$ cat config.mk
export PLATFORM = sky130hd
export DESIGN_NAME = vc8000d_g2_hevc_ref_sample_subst_lu
export DESIGN_NICKNAME = d
export VERILOG_FILES = /design/src/rtl/vc8000d_g2_hevc_intra_pkg.sv /design/src/rtl/vc8000d_g2_hevc_flag_prio_enc.sv /design/src/rtl/vc8000d_g2_hevc_ref_sample_subst_lu.sv
export SDC_FILE = /design/constraint.sdc
export NUM_CORES = 1
export LEC_CHECK = 0
export ABC_AREA = 1
export BUFFER_PORTS_ARGS = -buffer_cell sky130_fd_sc_hd__buf_2
export CORE_UTILIZATION = 35
export DETAILED_ROUTE_END_ITERATION = 10
export GPL_ROUTABILITY_DRIVEN = 0
export PLACE_DENSITY_LB_ADDON = 0.08
export SETUP_SLACK_MARGIN = 0.15
export SLEW_MARGIN = 10
export SYNTH_ARGS = -nofsm -noshare
export SYNTH_HDL_FRONTEND = slang
export SYNTH_HIERARCHICAL = 1
export SYNTH_SLANG_ARGS = --single-unit
$ cat constraint.sdc
create_clock -name clk -period 3.3 [get_ports clk]
set_input_delay 0.33 -clock clk [delete_from_list [all_inputs] [get_ports clk]]
set_output_delay 0.33 -clock clk [all_outputs]
set_load 0.02 [all_outputs]
$ cat src/rtl/vc8000d_g2_hevc_intra_pkg.sv
// Shared HEVC intra types: substitution FSM states, flag indices, TU range.
// Used by the luma reference-sample substitution block.
package vc8000d_g2_hevc_intra_pkg;

  typedef enum logic [2:0] {
    IDLE,
    NONE,
    PRIME,
    WALK,
    HOLD
  } subst_state_t;

  localparam logic [5:0] LEFT_TOP_IDX   = 6'd15;
  localparam logic [5:0] CORNER_IDX     = 6'd16;
  localparam logic [5:0] ABOVE_LEFT_IDX = 6'd17;

  typedef struct packed {
    logic [5:0] lo;
    logic [5:0] hi;
  } idx_rng_t;

  // Unsupported sizes fall back to the 32x32 range.
  function automatic idx_rng_t tu_range(input logic [3:0] tu);
    idx_rng_t   r;
    logic [5:0] n2;
    case (tu)
      4'd1:    n2 = 6'd2;
      4'd2:    n2 = 6'd4;
      4'd4:    n2 = 6'd8;
      default: n2 = 6'd16;
    endcase
    r.lo = LEFT_TOP_IDX + 6'd1 - n2;
    r.hi = ABOVE_LEFT_IDX - 6'd1 + n2;
    return r;
  endfunction

  function automatic logic [32:0] range_mask(input idx_rng_t r);
    logic [32:0] m;
    for (int i = 0; i < 33; i++)
      m[i] = (6'(i) >= r.lo) && (6'(i) <= r.hi);
    return m;
  endfunction

endpackage

$ cat src/rtl/vc8000d_g2_hevc_flag_prio_enc.sv
// Masked lowest-set-bit encoder over the 33-bit neighbor flag vector.
// any is high when at least one masked bit is set.
module vc8000d_g2_hevc_flag_prio_enc (
  input  logic [32:0] flags,
  input  logic [32:0] mask,
  output logic [5:0]  idx,
  output logic        any
);

  logic [32:0] m;

  always_comb begin
    m   = flags & mask;
    idx = '0;
    for (int i = 32; i >= 0; i--)
      if (m[i]) idx = 6'(i);
    any = |m;
  end

endmodule

$ cat src/rtl/vc8000d_g2_hevc_ref_sample_subst_lu.sv
// HEVC luma intra reference sample substitution, streamed per 4-sample unit.
// Define VC8000D_REF_SUBST_STATS_EN to add the subst_cnt output.
module vc8000d_g2_hevc_ref_sample_subst_lu
  import vc8000d_g2_hevc_intra_pkg::*;
#(
  parameter int PW  = 10,
  parameter int LAT = 1
) (
  input  logic            clk,
  input  logic            reset,
  input  logic            start_valid,
  output logic            start_ready,
  input  logic [32:0]     neighbor_flags,
  input  logic [3:0]      tu_size_4x4,
  input  logic [3:0]      bit_depth,
  output logic            rd_req,
  output logic [5:0]      rd_idx,
  input  logic [4*PW-1:0] rd_data,
  output logic            out_valid,
  input  logic            out_ready,
  output logic [4*PW-1:0] out_data,
  output logic [5:0]      out_idx,
  output logic            out_last
`ifdef VC8000D_REF_SUBST_STATS_EN
  ,
  output logic [5:0]      subst_cnt
`endif
);

  subst_state_t    state, nxt;
  idx_rng_t        rng;
  logic [32:0]     mask;
  logic [5:0]      f;
  logic            any;

  logic [32:0]     flags_q;
  logic [5:0]      end_q;
  logic [5:0]      cur;
  logic [5:0]      f_q;
  logic [3:0]      bd_q;
  logic            none_q;
  logic [1:0]      wcnt;
  logic [PW-1:0]   last_reg;
  logic [4*PW-1:0] data_q;
  logic [5:0]      idx_q;
  logic            last_q;

  logic            acc;
  logic            rd_done;
  logic            avail;
  logic [PW-1:0]   dflt;
  logic [PW-1:0]   lane0;
  logic [PW-1:0]   lane3;
  logic            ld;
  logic [4*PW-1:0] ld_data;
  logic [PW-1:0]   ld_last;

  assign rng     = tu_range(tu_size_4x4);
  assign mask    = range_mask(rng);
  assign acc     = start_valid && (state == IDLE);
  assign rd_done = wcnt == 2'(LAT);
  assign avail   = flags_q[cur];
  assign dflt    = {{(PW-1){1'b0}}, 1'b1} << (bd_q - 4'd1);
  assign lane0   = rd_data[PW-1:0];
  assign lane3   = rd_data[4*PW-1 -: PW];

  assign start_ready = state == IDLE;
  assign out_valid   = state == HOLD;
  assign out_last    = (state == HOLD) && last_q;
  assign out_data    = data_q;
  assign out_idx     = idx_q;

  vc8000d_g2_hevc_flag_prio_enc u_enc (
    .flags (neighbor_flags),
    .mask  (mask),
    .idx   (f),
    .any   (any)
  );

  always_comb begin
    nxt     = state;
    rd_req  = 1'b0;
    rd_idx  = cur;
    ld      = 1'b0;
    ld_data = {4{last_reg}};
    ld_last = last_reg;
    unique case (state)
      IDLE: begin
        if (start_valid)
          nxt = any ? PRIME : NONE;
      end
      NONE: begin
        ld      = 1'b1;
        ld_data = {4{dflt}};
        nxt     = HOLD;
      end
      PRIME: begin
        rd_idx = f_q;
        rd_req = wcnt == 2'd0;
        if (rd_done)
          nxt = WALK;
      end
      WALK: begin
        if (!avail) begin
          ld  = 1'b1;
          nxt = HOLD;
        end else begin
          rd_req = wcnt == 2'd0;
          if (rd_done) begin
            ld  = 1'b1;
            nxt = HOLD;
            // the corner unit holds a single sample in lane0
            if (cur == CORNER_IDX) begin
              ld_data = {4{lane0}};
              ld_last = lane0;
            end else begin
              ld_data = rd_data;
              ld_last = lane3;
            end
          end
        end
      end
      HOLD: begin
        if (out_ready)
          nxt = last_q ? IDLE : (none_q ? NONE : WALK);
      end
      default: nxt = IDLE;
    endcase
  end

`ifdef VC8000D_REF_SUBST_STATS_EN
  logic [5:0] cnt_q;
`endif

  always_ff @(posedge clk or posedge reset) begin
    if (reset) begin
      state    <= IDLE;
      flags_q  <= '0;
      end_q    <= '0;
      cur      <= '0;
      f_q      <= '0;
      bd_q     <= '0;
      none_q   <= 1'b0;
      wcnt     <= '0;
      last_reg <= '0;
      data_q   <= '0;
      idx_q    <= '0;
      last_q   <= 1'b0;
`ifdef VC8000D_REF_SUBST_STATS_EN
      cnt_q     <= '0;
      subst_cnt <= '0;
`endif
    end else begin
      state <= nxt;
      if (acc) begin
        flags_q <= neighbor_flags & mask;
        end_q   <= rng.hi;
        cur     <= rng.lo;
        f_q     <= f;
        bd_q    <= bit_depth;
        none_q  <= !any;
        wcnt    <= '0;
`ifdef VC8000D_REF_SUBST_STATS_EN
        cnt_q   <= '0;
`endif
      end
      if (rd_req || (wcnt != 2'd0))
        wcnt <= rd_done ? 2'd0 : wcnt + 2'd1;
      if ((state == PRIME) && rd_done)
        last_reg <= lane0;
      if (ld) begin
        data_q   <= ld_data;
        idx_q    <= cur;
        last_q   <= cur == end_q;
        last_reg <= ld_last;
      end
      if ((state == HOLD) && out_ready && !last_q)
        cur <= cur + 6'd1;
`ifdef VC8000D_REF_SUBST_STATS_EN
      if (ld && ((state == NONE) || !avail))
        cnt_q <= cnt_q + 6'd1;
      if ((state == HOLD) && out_ready && last_q)
        subst_cnt <= cnt_q;
`endif
    end
  end

endmodule

==> results_dict.tcl <==
set metrics [dict create \
    antenna_found_initial 0 \
    path_cells "buf_6, or2_4, nor3_4, inv_2, buf_6, buf_4, ha_2, nand2_1, o21ai_1, o21ai_0, nand2_1, nand2_1, nor2_1, nand2_1, nor2_1, nand3_1, o211ai_1, inv_1, o31ai_1" \
    fin_worst_skew_ns 0.0107 \
    initial_utilization 0.361 \
    insertion_delay_ns 0.43 \
    dpl.hpwl_um 17400 \
    seq_area_frac_synth 0.397 \
    drc 0 \
    synth_fp_nets 1236 \
    htreeDepth 4 \
    path_max_fanout 7 \
    critPathTopFamily "simple AND/OR/NAND/NOR gates" \
    drive_gt1_frac 0.201 \
    pin_count 141 \
    fmax_mhz 357 \
    dp_slack_ns 0.0322 \
    critPathSlowestCell "ha_2" \
    postSynthAreaPerCell_um2 6.44 \
    finalCritPeriodShare 0.849 \
    clock_path_buffers 2 \
    first_iter_violations 373 \
    numCtsBuffers 17 \
    yosys_most_used_dff "dfrtp_1" \
    cts-hold-fix-buffers 0 \
    synthesis.area_um2 7380 \
    yosys.area.top_type_share 0.397 \
    num_rows 52 \
    worst_pin_slew_ns 0.999 \
    ir_drop_mv 0.363 \
    grt_max_degree 49 \
    async_flop_share 1.00 \
    largest_reg_flops 40 \
    grt_pass1_vias 7435 \
    power_density_nw_per_um2 956 \
    dieArea_um2 21700 \
    crit_start "tu_size_4x4[2]" \
    grt_usage 0.220 \
    cts.clk_slew.worst_paths_ns 0.06 \
    wl_per_cell_um 14.6 \
    hold_violations 0 \
    root_buffer "clkbuf_16" \
    slew_viol_final 0 \
    die_h_um 147 \
    crit_path_end_kind "register" \
    rsz0062_at_grt "yes" \
    fin_ws_ns 0.497 \
    critPathBufInv 5 \
    cp_slowest_stage_delay_ns 0.39 \
    dr_total_vias 7583 \
    fin_crit_ns 2.80 \
    status "completed" \
    drt_pass1_iterations 5 \
    insertedDiodeCount 0 \
    vias_per_cell 4.77 \
    die_x_um 147 \
    criticalPathCategory "in2reg" \
    clkSinkCount 117 \
    synth_edf_count 0 \
    area_growth_pct 26.5 \
    ys_types 43 \
    wl_um 23200 \
    synthCells 1146 \
    final_nets 1398 \
    relSlewSlack 0.333 \
    crit_top_cell "nand2_1" \
    hold_ws_ns 0.122 \
    yosys-top-cells-area "dfrtp_1 40%, nand2_1 21%, nor2_1 8.0%" \
    worstPathRequired_ns 3.63 \
    reg2reg_from "cur[0]" \
    portBuffers 140 \
    cts_tree "built" \
    p_leak_nw 5.00 \
    max_cap_viol_count 0 \
    ys_seq_elements 117 \
    grt_pass1_wl_um 36900 \
    post_dp_cell_area_um2 8520 \
    critical_path_arrival_ns 3.13 \
    start_kind "input port" \
    setup_viol 0 \
    grt_overflow 0 \
    postLayoutCellArea_um2 9340 \
    core_area_um2 20400 \
    hp-class "in2async" \
    setup_tns_ns 0 \
    drtAntennaViolNets 0 \
    synth_top_cell_by_area "dfrtp_1" \
    yosys_warnings 6 \
]
per-stage QoR:
step	utilization	cells	power, mW
5_1_grt	0.457	1591	9.70
2_1_floorplan	-	1146	5.51
4_1_cts	0.448	1582	9.00
3_5_place_dp	0.417	1550	6.92
6_report	0.457	1591	8.92
3_3_place_gp	0.417	1550	6.88
synthesized netlist by cell type (3+ instances only):
cell      instances
buf_1             4
o21ai_1           4
nor3_1            6
nand3_1          66
o22ai_1           3
buf_2            12
nand2_1         420
nor2_1          157
o21ai_0          95
nand2_2          14
dfrtp_1         117
ha_1              5
clkbuf_1         21
nor2_2            4
a21oi_1          52
a31oi_1           5
buf_6             6
a21boi_0          4
inv_1           119
routing by layer:
metal,up-vias,GRT usage,part of all wire
met5,-,0,0
met4,0,0.0737,0.020
met3,31,0.0422,0.043
met2,171,0.406,0.51
met1,3465,0.253,0.43
li1,3916,-,-
layout make-up:
cell class                      instances  area (um2)
Clock buffer                           17         425
Sequential cell                       117        2930
Tap cell                              270         338
Fill cell                            2193       11100
Timing Repair Buffer                  187        1110
Clock inverter                         15         216
Multi-Input combinational cell        862        3840
Inverter                              123         475
kinds of logic after synthesis:
group	Yosys count	synth area share
AOI/OAI and AO/OA	174	0.125
xor gates and xnor gates	2	0.00237
adders and majority gates	5	0.00847
buffers and inverters	167	0.0939
DFF	117	0.397
and+or+nand+nor	681	0.373
what timing repair did:
| item | in CTS | in global routing |
|---|---|---|
| buffers inserted | 0 | 9 |
| gates resized for setup | 0 | 29 |
| endpoints found under the hold margin | 0 | 0 |
| setup endpoints to repair | 0 | 4 |
power by group:
group	leakage, nW	internal, mW	switching [mW]	total, mW
clock network	0.308	1.28	0.768	2.05
registers	1.46	2.08	0.350	2.43
logic	3.23	1.45	2.99	4.44
total	5.00	4.82	4.10	8.92
worst register-to-register path, stage by stage (launching register included):
cell and delay, ns:
dfrtp_2 0.54, inv_6 0.25, nand2_1 0.09, nand3_1 0.08, nand2_1 0.13, nand2_1 0.10, nand2_1 0.05, o21ai_1 0.18
nand3_2 0.16, nand2_1 0.11, nand2_1 0.07, nand2_2 0.22, buf_4 0.28, nor2_1 0.06, a21oi_1 0.12
cell usage in the layout (no fill, tap or decap), types with 3 or more instances in the layout:
cell and count:
buf_12 3, nand2_2 15, a21boi_0 4, dfrtp_1 116, nand2_1 418, buf_4 42, a21oi_1 52, buf_6 4
clkbuf_16 17, buf_2 138, inv_2 5, clkinvlp_4 3, nand2_4 3, bufinv_16 4, o21ai_0 95, o21ai_1 4
nor2_2 6, a31oi_1 5, inv_6 8, nor2_1 153, nor3_1 6, inv_1 114, nand3_1 66
path summary, 6_finish.rpt:
check / endpoint / slack, ns / cells after the start
min: out_data[13] / 0.12 / 2
min reg2reg: out_idx[0] / 0.48 / 2
max in group asynchronous: flags_q[3] / 2.41 / 3
min in group clk: bd_q[3] / 0.13 / 3
max reg2reg: out_data[23] / 0.79 / 14
max: state[0] / 0.50 / 19
No activity file was read; power rests on OpenSTA's default activity.
